## src/rtl/pipeline_ctrl.sv

```systemverilog
// Pipeline sequencer for the 5-stage IF/ID/EX/MA/WB core: per-stage clock enables,
// bubble strobes, multi-cycle redirect flush, stall watchdog and performance counters.
module pipeline_ctrl #(
    parameter int unsigned FLUSH_CYCLES = 2,
    parameter int unsigned TIMEOUT      = 1023,
    parameter int unsigned CNT_W        = 32
) (
    input  logic             i_clk,
    input  logic             i_rst,
    input  logic             i_hz_data,
    input  logic             i_br_taken,
    input  logic             i_imem_wait,
    input  logic             i_dmem_wait,
    output logic             o_if_ce,
    output logic             o_id_ce,
    output logic             o_ex_ce,
    output logic             o_ma_ce,
    output logic             o_wb_ce,
    output logic             o_id_flush,
    output logic             o_ex_flush,
    output logic             o_timeout,
    output logic [CNT_W-1:0] o_stall_cnt,
    output logic [CNT_W-1:0] o_redir_cnt
);

    localparam int unsigned FC_W  = 4;
    localparam int unsigned WD_W  = (TIMEOUT > 1) ? $clog2(TIMEOUT + 1) : 1;
    localparam int unsigned WD_W1 = WD_W + 1;

    typedef enum logic [1:0] {
        ST_RUN   = 2'd0,
        ST_FLUSH = 2'd1,
        ST_HALT  = 2'd2
    } state_t;

    state_t           state;
    state_t           state_nxt;
    logic [FC_W-1:0]  fl_cnt;
    logic [FC_W-1:0]  fl_cnt_nxt;
    logic [WD_W-1:0]  wd_cnt;
    logic [WD_W-1:0]  wd_cnt_nxt;
    logic [WD_W1-1:0] wd_inc;
    logic             wd_stall;
    logic             wd_fire;
    logic             stall_take;
    logic             redir_take;

    assign wd_inc = {1'b0, wd_cnt} + WD_W1'(1);

    // State register, watchdog and registered outputs
    always_ff @(posedge i_clk) begin
        if (i_rst) begin
            state       <= ST_RUN;
            fl_cnt      <= '0;
            wd_cnt      <= '0;
            o_timeout   <= 1'b0;
            o_stall_cnt <= '0;
            o_redir_cnt <= '0;
        end else begin
            state       <= state_nxt;
            fl_cnt      <= fl_cnt_nxt;
            wd_cnt      <= wd_cnt_nxt;
            o_timeout   <= o_timeout | wd_fire;
            o_stall_cnt <= o_stall_cnt + CNT_W'(stall_take);
            o_redir_cnt <= o_redir_cnt + CNT_W'(redir_take);
        end
    end

    // Next-state: event priority is HALT, dmem freeze, flush, redirect, data stall, fetch wait
    always_comb begin
        state_nxt  = state;
        fl_cnt_nxt = fl_cnt;
        wd_cnt_nxt = wd_cnt;
        wd_stall   = 1'b0;
        wd_fire    = 1'b0;
        stall_take = 1'b0;
        redir_take = 1'b0;
        if (state != ST_HALT) begin
            if (i_dmem_wait) begin
                wd_stall = 1'b1;
            end else if (state == ST_FLUSH) begin
                wd_stall   = i_imem_wait;
                fl_cnt_nxt = fl_cnt - FC_W'(1);
                if (fl_cnt == FC_W'(1)) begin
                    state_nxt = ST_RUN;
                end
            end else if (i_br_taken) begin
                redir_take = 1'b1;
                if (FLUSH_CYCLES > 0) begin
                    fl_cnt_nxt = FC_W'(FLUSH_CYCLES);
                    state_nxt  = ST_FLUSH;
                end
            end else if (i_hz_data) begin
                stall_take = 1'b1;
                wd_stall   = 1'b1;
            end else if (i_imem_wait) begin
                wd_stall = 1'b1;
            end

            if (wd_stall) begin
                wd_cnt_nxt = wd_inc[WD_W-1:0];
                if ((TIMEOUT != 0) && (wd_inc == WD_W1'(TIMEOUT))) begin
                    wd_fire   = 1'b1;
                    state_nxt = ST_HALT;
                end
            end else begin
                wd_cnt_nxt = '0;
            end
        end
    end

    // Zero-latency stage enables and bubble strobes
    always_comb begin
        o_if_ce    = 1'b0;
        o_id_ce    = 1'b0;
        o_ex_ce    = 1'b0;
        o_ma_ce    = 1'b0;
        o_wb_ce    = 1'b0;
        o_id_flush = 1'b0;
        o_ex_flush = 1'b0;
        if (i_rst) begin
            {o_if_ce, o_id_ce, o_ex_ce, o_ma_ce, o_wb_ce} = 5'b11111;
            o_id_flush = 1'b1;
            o_ex_flush = 1'b1;
        end else if (state == ST_HALT || i_dmem_wait) begin
            o_if_ce = 1'b0;
        end else if (state == ST_FLUSH) begin
            {o_if_ce, o_id_ce, o_ex_ce, o_ma_ce, o_wb_ce} = 5'b11111;
            o_id_flush = i_imem_wait;
            o_ex_flush = 1'b1;
        end else if (i_br_taken) begin
            {o_if_ce, o_id_ce, o_ex_ce, o_ma_ce, o_wb_ce} = 5'b11111;
            o_id_flush = 1'b1;
            o_ex_flush = 1'b1;
        end else if (i_hz_data) begin
            {o_ex_ce, o_ma_ce, o_wb_ce} = 3'b111;
            o_ex_flush = 1'b1;
        end else if (i_imem_wait) begin
            {o_id_ce, o_ex_ce, o_ma_ce, o_wb_ce} = 4'b1111;
            o_id_flush = 1'b1;
        end else begin
            {o_if_ce, o_id_ce, o_ex_ce, o_ma_ce, o_wb_ce} = 5'b11111;
        end
    end

endmodule

```

## config.mk

```make
export PLATFORM = sky130hd
export DESIGN_NAME = pipeline_ctrl
export DESIGN_NICKNAME = d
export VERILOG_FILES = /design/src/rtl/pipeline_ctrl.sv
export SDC_FILE = /design/constraint.sdc
export NUM_CORES = 1
export LEC_CHECK = 0
export ABC_AREA = 1
export BUFFER_PORTS_ARGS = -buffer_cell sky130_fd_sc_hd__buf_2
export CELL_PAD_IN_SITES_DETAIL_PLACEMENT = 1
export CELL_PAD_IN_SITES_GLOBAL_PLACEMENT = 1
export CORE_UTILIZATION = 40
export DETAILED_ROUTE_END_ITERATION = 8
export GPL_TIMING_DRIVEN = 1
export PLACE_DENSITY_LB_ADDON = 0.1
export SYNTH_ARGS = -nofsm -noshare
export SYNTH_HDL_FRONTEND = slang
export SYNTH_SLANG_ARGS = --single-unit
```

## constraint.sdc

```tcl
create_clock -name i_clk -period 2.29 [get_ports i_clk]
set_input_delay 0.229 -clock i_clk [delete_from_list [all_inputs] [get_ports i_clk]]
set_output_delay 0.229 -clock i_clk [all_outputs]
set_load 0.1 [all_outputs]
```

== After elaboration in Yosys (flattened, before gate mapping) ==
Index checks and enable logic that the tools add are counted.

* Add/sub/neg operators: 4
* Multiply operators: 0
* Divide/modulo/power cells: 0
* $lt $le $gt $ge: 0
* Equality and inequality tests: 5
* Shift operators: 0
* Mux-type cells: 49
* Bitwise logic cells: 2
* Reductions and logical operators: 3

{| class="wikitable"
|+ Operator list
! kind !! number
|-
| adder 32 x 1 -> 32 bit || 2
|-
| 2-to-1 mux 1 bit || 40
|-
| 2-to-1 mux 2 bit || 6
|-
| adder 10 x 1 -> 11 bit, second input constant || 1
|-
| equality test 11 x 10 -> 1 bit, second input constant || 1
|-
| 2-to-1 mux 10 bit || 1
|-
| 2-to-1 mux 4 bit || 2
|-
| equality test 4 x 1 -> 1 bit, second input constant || 1
|-
| subtractor 4 x 1 -> 4 bit, second input constant || 1
|-
| AND reduction 3 bit || 1
|-
| equality test 2 x 1 -> 1 bit, second input constant || 1
|-
| equality test 2 bit, second input constant || 1
|-
| inequality test 2 bit, second input constant || 1
|-
| nonzero test 2 bit || 1
|-
| logical OR 1 bit || 1
|-
| inverter 1 bit || 1
|-
| OR 1 bit || 1
|}

* Register bits: 81
* Latch bits: 0
* Memory bits (writable): 0
* ROM bits: 0
* Input bits: 6
* Output and inout port bits: 72
* Logic and storage cells: 69
* Memories: 0

== Depth between registers and ports, before layout ==
Gate-level depths: netlist (run 1).

* Depth after elaboration: 9
* Gate-level depth with buffers: 18
* Gate-level depth less buffers: 18

== Worst setup path before layout (run 1) ==
Ideal clock, no wire load.

* Path type: flip-flop to output port
* From: reg state[1]
* To: out o_ex_flush
* Data arrival time: 2201 ps
* Required time: 2061 ps
* Path slack: -140 ps
* Cell stages (with the launch flop): 6
* Path buffers: 0
* Cell sequence: dfxtp_1 -> inv_1 -> nor2_1 -> nor2_1 -> inv_1 -> o211ai_1

* Longest elaborated chain between the ends: 4
* Elaborated cells between the ends (all ways): 6
* Those cells by class: eq/ne (2); mux (3); reduce/logical (1)

{| class="wikitable"
|+ RTL lines
! what !! RTL line !! RTL
|-
| from (decl) || 36 || <nowiki>state_t state;</nowiki>
|-
| from (signal assigned) || 60 || <nowiki>state <= state_nxt;</nowiki>
|-
| equality test 2 x 1 -> 1 bit or equality test 2 bit (tied branches) || 127, 125 ||
|-
| 2-to-1 mux 1 bit or logical OR 1 bit (tied branches) || 127, 125 ||
|-
| 2-to-1 mux 1 bit * || 125 || <nowiki>end else if (state == ST_HALT || i_dmem_wait) begin</nowiki>
|-
| 2-to-1 mux 1 bit * || 121 || <nowiki>if (i_rst) begin</nowiki>
|-
| to (decl) || 20 || <nowiki>output logic o_ex_flush,</nowiki>
|}

Every way passes the cells marked *; elsewhere a longest branch is shown, timed or not.

== Final worst setup path (run 1) ==
* From: reg state[1]
* To: reg o_stall_cnt[28]

* Longest elaborated chain between the ends: 5
* Elaborated cells between the ends (all ways): 6
* Those cells by class: add/sub (1); eq/ne (2); mux (3)

{| class="wikitable"
|+ RTL lines
! what !! RTL line !! RTL
|-
| equality test 2 x 1 -> 1 bit || 81 || <nowiki>end else if (state == ST_FLUSH) begin</nowiki>
|-
| 2-to-1 mux 1 bit || 81 ||
|-
| 2-to-1 mux 1 bit || 79 || <nowiki>if (i_dmem_wait) begin</nowiki>
|-
| 2-to-1 mux 1 bit * || 78 || <nowiki>if (state != ST_HALT) begin</nowiki>
|-
| adder 32 x 1 -> 32 bit * || 64 || <nowiki>o_stall_cnt <= o_stall_cnt + CNT_W'(stall_take);</nowiki>
|-
| to (signal assigned) || 64 ||
|-
| to (decl) || 22 || <nowiki>output logic [CNT_W-1:0] o_stall_cnt,</nowiki>
|}

Marks and branches as above.
A chain may end at the register's enable or synchronous reset.

==> results.toml, run 1 <==
[die]
die_w_microns = 109
rows = 38
core-area_sq_um = 10900
die-area_sq_um = 11800
dieHeight_microns = 109
start_util_pct = 41.5
ios = 78

[timing]
period_needed_ns = 2.13
setup_viol = 0
fmax_mhz = 470
slew_violations = 0
fin_setup_tns_ns = 0
finalCritPeriodShare_pct = 92.9
whs_ns = 0.295
worst_slew_pin_slew_ns = 0.685
maxSlewHeadroom_pct = 54.3
fin_skew_ns = 0.0119
fin_ws_ns = 0.162
hold_viol_final = 0

[place]
place_area_sq_um = 5220
dp_slack_ns = -0.127
port_buffers = 77
dpl.hpwl_mm = 10.7
finalWeightedCongestion = 0.804
dpl.cell_count = 888

[cells_and_area]
layout.nets = 783
fillers = 1456
final_cell_mix = "nand2_1 (177), nor2_1 (86), dfxtp_1 (78)"
finalInstanceArea_sq_um = 5660
antenna_cells = 0
finalNonFillerCells = 913
finish.utilization_pct = 51.8
layout-drive-gt1-share_pct = 22.4
syn2layout_area_growth_pct = 24.8
mostFrequentLayoutCell = "nand2_1"

[critical_path]
crit_type = "register to register"
cp_slowest_cell = "dfxtp_2"
critPathRequiredTime_ns = 2.55
path_buf_inv = 3
path_cells = "inv_1 -> nor2_1 -> nor2_2 -> inv_1 -> nor2_4 -> ha_4 -> ha_4 -> nand2_2 -> nor2_4 -> inv_2 -> nor2_2 -> nand2_1 -> or2_0 -> a21oi_1"
cp_top_family = "simple AND/OR/NAND/NOR gates"
end_kind = "register"
cp_max_fo = 3
critical-path-max-stage-delay_ns = 0.32
worst_setup_path_start_kind = "register"
cp_data_arrival_time_ns = 2.39

[logic_synthesis]
ys_warn_count = 0
synth-edff-count = 0
yosys_register_bits = 81
synth_fp_nets = 688
post_synth_inst_count = 674
ys_types = 39
synthFlopType = "dfxtp_1"
synthArstFlopShare_pct = 0
syn_area_sq_um = 4540
avgSynthCellArea_sq_um = 6.73
yosysSeqAreaShare_pct = 35.7

[clocking]
clk_latency_ns = 0.35
clock_path_buffers = 2
clk_pin_slew_ns = 0.06
htree_num_levels = 3
cts-root-buf = "clkbuf_16"
tritoncts = "done"
cts_sinks = 81
numCtsBuffers = 9

[power]
switching_share_pct = 25.2
power_frac_comb_pct = 8.3
intPower_mw = 2.31
ir_worst_vdd_uv = 311
power_mw = 3.09
power_density_nw_per_um2 = 546
p_seq_share_pct = 46.5
switchingPower_mw = 0.779
pwr-share-clk_pct = 45.2
p_leak_nw = 2.29

[grt]
grt_overflow = 0
grt_pass1_vias = 4737
grt_max_degree = 59
grt_pass1_wl_mm = 23.3
grt_usage_pct = 25.5
antenna_found_initial = 0

[status]
status = "finished clean"

[route]
wl_mm = 14.3
drtPass1Iterations = 4
via_per_inst = 5.24
vias = 4781
ant_nets = 0
drt_iter0_drc = 177
drc = 0
wl_per_cell_microns = 15.6

[run]
max-cap-violations = 0

[worst_hold_path]
min_path_type = "input port to register"
worst register-to-register path: cells and delay by family (launching register included):
kind	cells	cell delay, ns
compound gates	1	0.15
fa+ha+maj	2	0.28
flops	1	0.32
buf+inv	3	0.28
simple gates	8	1.02
cells in the mapped netlist (2+ instances only):
cell type / instances / area [sq um]
nor3_1: 16 / 80.1
or2_0: 6 / 37.5
clkbuf_1: 6 / 22.5
inv_1: 79 / 297
ha_1: 8 / 100
nand2_1: 179 / 672
buf_4: 2 / 15.0
nor3_4: 3 / 48.8
nor2_1: 95 / 357
nor2_2: 8 / 50.1
or2_2: 2 / 12.5
nand4_1: 10 / 62.6
nand2_2: 9 / 56.3
o211ai_1: 3 / 22.5
nand3_4: 2 / 35.0
nand2_4: 2 / 22.5
nand3_1: 31 / 155
nor3_2: 4 / 40.0
o21ai_0: 20 / 100
buf_1: 2 / 7.51
o21a_1: 4 / 30.0
xor2_1: 9 / 78.8
inv_2: 3 / 11.3
dfxtp_1: 81 / 1620
nor2_4: 7 / 78.8
nand3b_1: 15 / 113
xnor2_1: 3 / 26.3
a21oi_1: 53 / 265
nand3_2: 2 / 20.0
logic make-up (layout without fill, tap and decap cells):
group | Yosys count | count (layout) | share of synthesized area, %
and+or+nand+nor | 395 | 395 | 41.8
buffers and inverters | 93 | 192 | 7.89
AOI/OAI and AO/OA | 85 | 85 | 10.1
DFF | 81 | 81 | 35.7
xor gates and xnor gates | 12 | 12 | 2.32
adders and majority gates | 8 | 8 | 2.21
registers in the layout (all words and copies together), names as in the netlist:
name	cells
fl_cnt	4
o_redir_cnt	32
o_stall_cnt	32
o_timeout	1
state	2
wd_cnt	10
area by class of cell:
cell class | instances | area (sq um) | share of cell area [%]
multi-input combinational | 500 | 2650 | 46.7
clock inverter | 3 | 15.0 | 0.265
clock buffer | 12 | 267 | 4.71
timing repair buffer | 95 | 626 | 11.1
inverter | 82 | 308 | 5.44
sequential | 81 | 1630 | 28.7
tap | 140 | 175 | 3.09
power by group through the flow:
stage,Clock [mW],Sequential (mW),Combinational [mW]
6_report,1.40,1.44,0.256
5_1_grt,1.48,1.44,0.278
4_1_cts,1.43,1.44,0.254
3_5_place_dp,0,1.47,0.247
3_3_place_gp,0,1.47,0.240
2_1_floorplan,0,1.49,0.144
routing by layer:
| layer | vias up | GRT usage [%] | part of all wire (%) |
|---|---|---|---|
| met5 | - | 0 | 0 |
| met4 | 0 | 8.49 | 1.2 |
| met3 | 11 | 3.80 | 4.2 |
| met2 | 100 | 41.6 | 48 |
| met1 | 2315 | 34.2 | 47 |
| li1 | 2355 | - | - |
timing repair:
action	CTS	global route
pin swaps	7	8
hold endpoints to repair	0	0
resized for setup	11	13
buffers inserted	8	2
setup endpoints to repair	11	25
hold buffers	0	0
final timing paths:
path / cells after the start / startpoint / slack (ns) / to
hold reg to reg: 2 / o_timeout / 0.46 / o_timeout
setup / recovery: 14 / state[1] / 0.16 / o_stall_cnt[28]
hold / removal: 4 / i_rst / 0.30 / fl_cnt[2]
setup reg to reg: 14 / state[1] / 0.16 / o_stall_cnt[28]
(Power assumes the default switching activity.)
==> inputs of run 2 (changes only) <==
ABC_AREA = 0   (was 1)
CORE_UTILIZATION = 41   (was 40)
==> results.toml, run 2 <==
[cells_and_area]
finalNonFillerCells = 682
layout.nets = 563
syn2layout_area_growth_pct = 27.9
top_regs = "o_redir_cnt x32, o_stall_cnt x32, wd_cnt x10"
finish.utilization_pct = 54.0
final_cell_mix = "nor2_1 (75), buf_2 (70), dfxtp_1 (56)"
finalInstanceArea_sq_um = 4990
antenna_cells = 0
mostFrequentLayoutCell = "nor2_1"
fillers = 1119
layout-drive-gt1-share_pct = 31.1

[place]
place_area_sq_um = 4760
port_buffers = 77
finalWeightedCongestion = 0.759
dpl.cell_count = 666
dpl.hpwl_mm = 6.96
dp_slack_ns = -0.0613

[clocking]
clk_pin_slew_ns = 0.09
clk_latency_ns = 0.35
tritoncts = "done"
htree_num_levels = 3
clock_path_buffers = 2
numCtsBuffers = 9
cts_hold_buf = 0
cts_sinks = 81
cts-root-buf = "clkbuf_8"

[critical_path]
critPathRequiredTime_ns = 2.57
r2r_cells = 9
path_cells = "nor2b_4 -> nor3_4 -> ha_2 -> ha_4 -> nand4_1 -> or3_4 -> buf_6 -> or3_1 -> a21oi_1"
crit_type = "register to register"
r2r_start = "state[0]"
cp_data_arrival_time_ns = 2.46
cp_slowest_cell = "dfxtp_2"
path_buf_inv = 1
worst_setup_path_start_kind = "register"
r2r_slack_ns = 0.10
regToRegEndpoint = "o_redir_cnt[14]"
cp_top_family = "simple AND/OR/NAND/NOR gates"
critical-path-max-stage-delay_ns = 0.34
cp_max_fo = 9
end_kind = "register"

[logic_synthesis]
avgSynthCellArea_sq_um = 8.50
ys_warn_count = 0
synth_area_leaders = "dfxtp_1 (42%), xor2_1 (7.6%), nor2_1 (7.4%)"
synthArstFlopShare_pct = 0
synth_fp_nets = 473
synth_top_area_share_pct = 41.5
yosysSeqAreaShare_pct = 41.5
ys_top_cells_by_count = "dfxtp_1 (81), nor2_1 (77), xor2_1 (34), xnor2_1 (26), nor3_1 (25)"
yosys_register_bits = 81
synthFlopType = "dfxtp_1"
post_synth_inst_count = 459
synth.most_common_cell = "dfxtp_1"
synth-edff-count = 0
ys_types = 43
syn_area_sq_um = 3900
synth_top_cell_by_area = "dfxtp_1"

[worst_hold_path]
hp-start = "i_rst"
hold_end = "fl_cnt[2]"
hold_depth = 3
min_path_type = "input port to register"

[timing]
fin_setup_tns_ns = 0
rsz0062_at_grt = "yes"
whs_ns = 0.295
setup_viol = 0
fin_ws_ns = 0.104
slew_violations = 0
hold_viol_final = 0
period_needed_ns = 2.19
finalCritPeriodShare_pct = 95.4
fmax_mhz = 458
maxSlewHeadroom_pct = 55.8
fin_skew_ns = 0.0146
worst_slew_pin_slew_ns = 0.659

[route]
wl_mm = 9.80
drt_iter0_drc = 138
vias = 3538
via_per_inst = 5.19
drc = 0
ant_nets = 0
wl_per_cell_microns = 14.4
drtPass1Iterations = 4

[power]
ir_worst_vdd_uv = 252
power_density_nw_per_um2 = 528
power_mw = 2.64
p_leak_nw = 2.01

[die]
dieHeight_microns = 99.6
ios = 78
core-area_sq_um = 9240
die_w_microns = 99.6
rows = 35
start_util_pct = 42.2
die-area_sq_um = 9920

[grt]
antenna_found_initial = 0
gr-max-usage-layer = "met2"
grt_overflow = 0
grt_usage_pct = 20.5
grt_pass1_wl_mm = 16.4
grt_use_met2_pct = 38.9
grt_pass1_vias = 3582
grt_use_met3_pct = 2.88
grt_use_met1_pct = 23.2
grt_max_degree = 81

[run]
max-cap-violations = 0

[status]
status = "finished clean"
## run 2: cell count changes in the layout (fill, tap and decap cells not counted), sizes merged, moves of 7 or more
cell	delta
nand2	-168
inv	-66
a21oi	-37
nor2	-34
xor2	+25
xnor2	+23
nand3	-12
and4	+8
nand3b	-8
nand4	+8
nor4	+7
or2	-7
or3	+7
## run 2: cells by family after synthesis
logic type | count (synthesis) | share of synthesized area [%]
simple gates | 224 | 30.3
mux | 2 | 0.513
flops | 81 | 41.5
compound gates | 44 | 6.57
buf+inv | 36 | 4.07
fa+ha+maj | 12 | 3.59
xor+xnor | 60 | 13.5
## run 2: layer usage
layer / up-vias / share of wire (%)
met5: - / 0
met4: 0 / 1.1
met3: 12 / 2.3
met2: 49 / 52
met1: 1730 / 44
li1: 1747 / -
## run 2: area by class of cell
class,instances,area (sq um),share of cell area [%]
clock inverter,4,28.8,0.577
tap,129,161,3.23
multi-input combinational,342,2280,45.8
sequential,81,1650,33.1
clock buffer,11,141,2.83
timing repair buffer,100,667,13.4
inverter,15,56.3,1.13
## run 2: repair_timing
| item | in CTS | in global routing |
|---|---|---|
| setup buffers | 0 | 1 |
| resized for setup | 0 | 12 |
| setup endpoints to repair | 0 | 26 |
| hold endpoints to repair | 0 | 0 |
## run 2: power by group
part           internal (mW)  total, mW  switching, mW
registers               1.42       1.43         0.0136
clock network          0.420      0.939          0.518
logic                 0.0860      0.262          0.176
total                   1.93       2.64          0.708
## run 2: tightest hold or removal path: cells and delay by family
| family | cells | cell delay, ns |
|---|---|---|
| simple gates | 2 | 0.22 |
| buf+inv | 1 | 0.14 |
## run 2: worst max path at each step
stage	slack (ns)	end	cells past startpoint	start
2_1_floorplan	0.005	o_stall_cnt[29]	5	o_stall_cnt[2]
5_1_grt	-0.02	o_redir_cnt[30]	10	state[0]
3_3_place_gp	0.02	o_redir_cnt[25]	10	i_dmem_wait
6_report	0.10	o_redir_cnt[14]	9	state[0]
4_1_cts	0.01	o_stall_cnt[23]	10	state[0]
3_5_place_dp	-0.06	o_redir_cnt[25]	10	i_dmem_wait
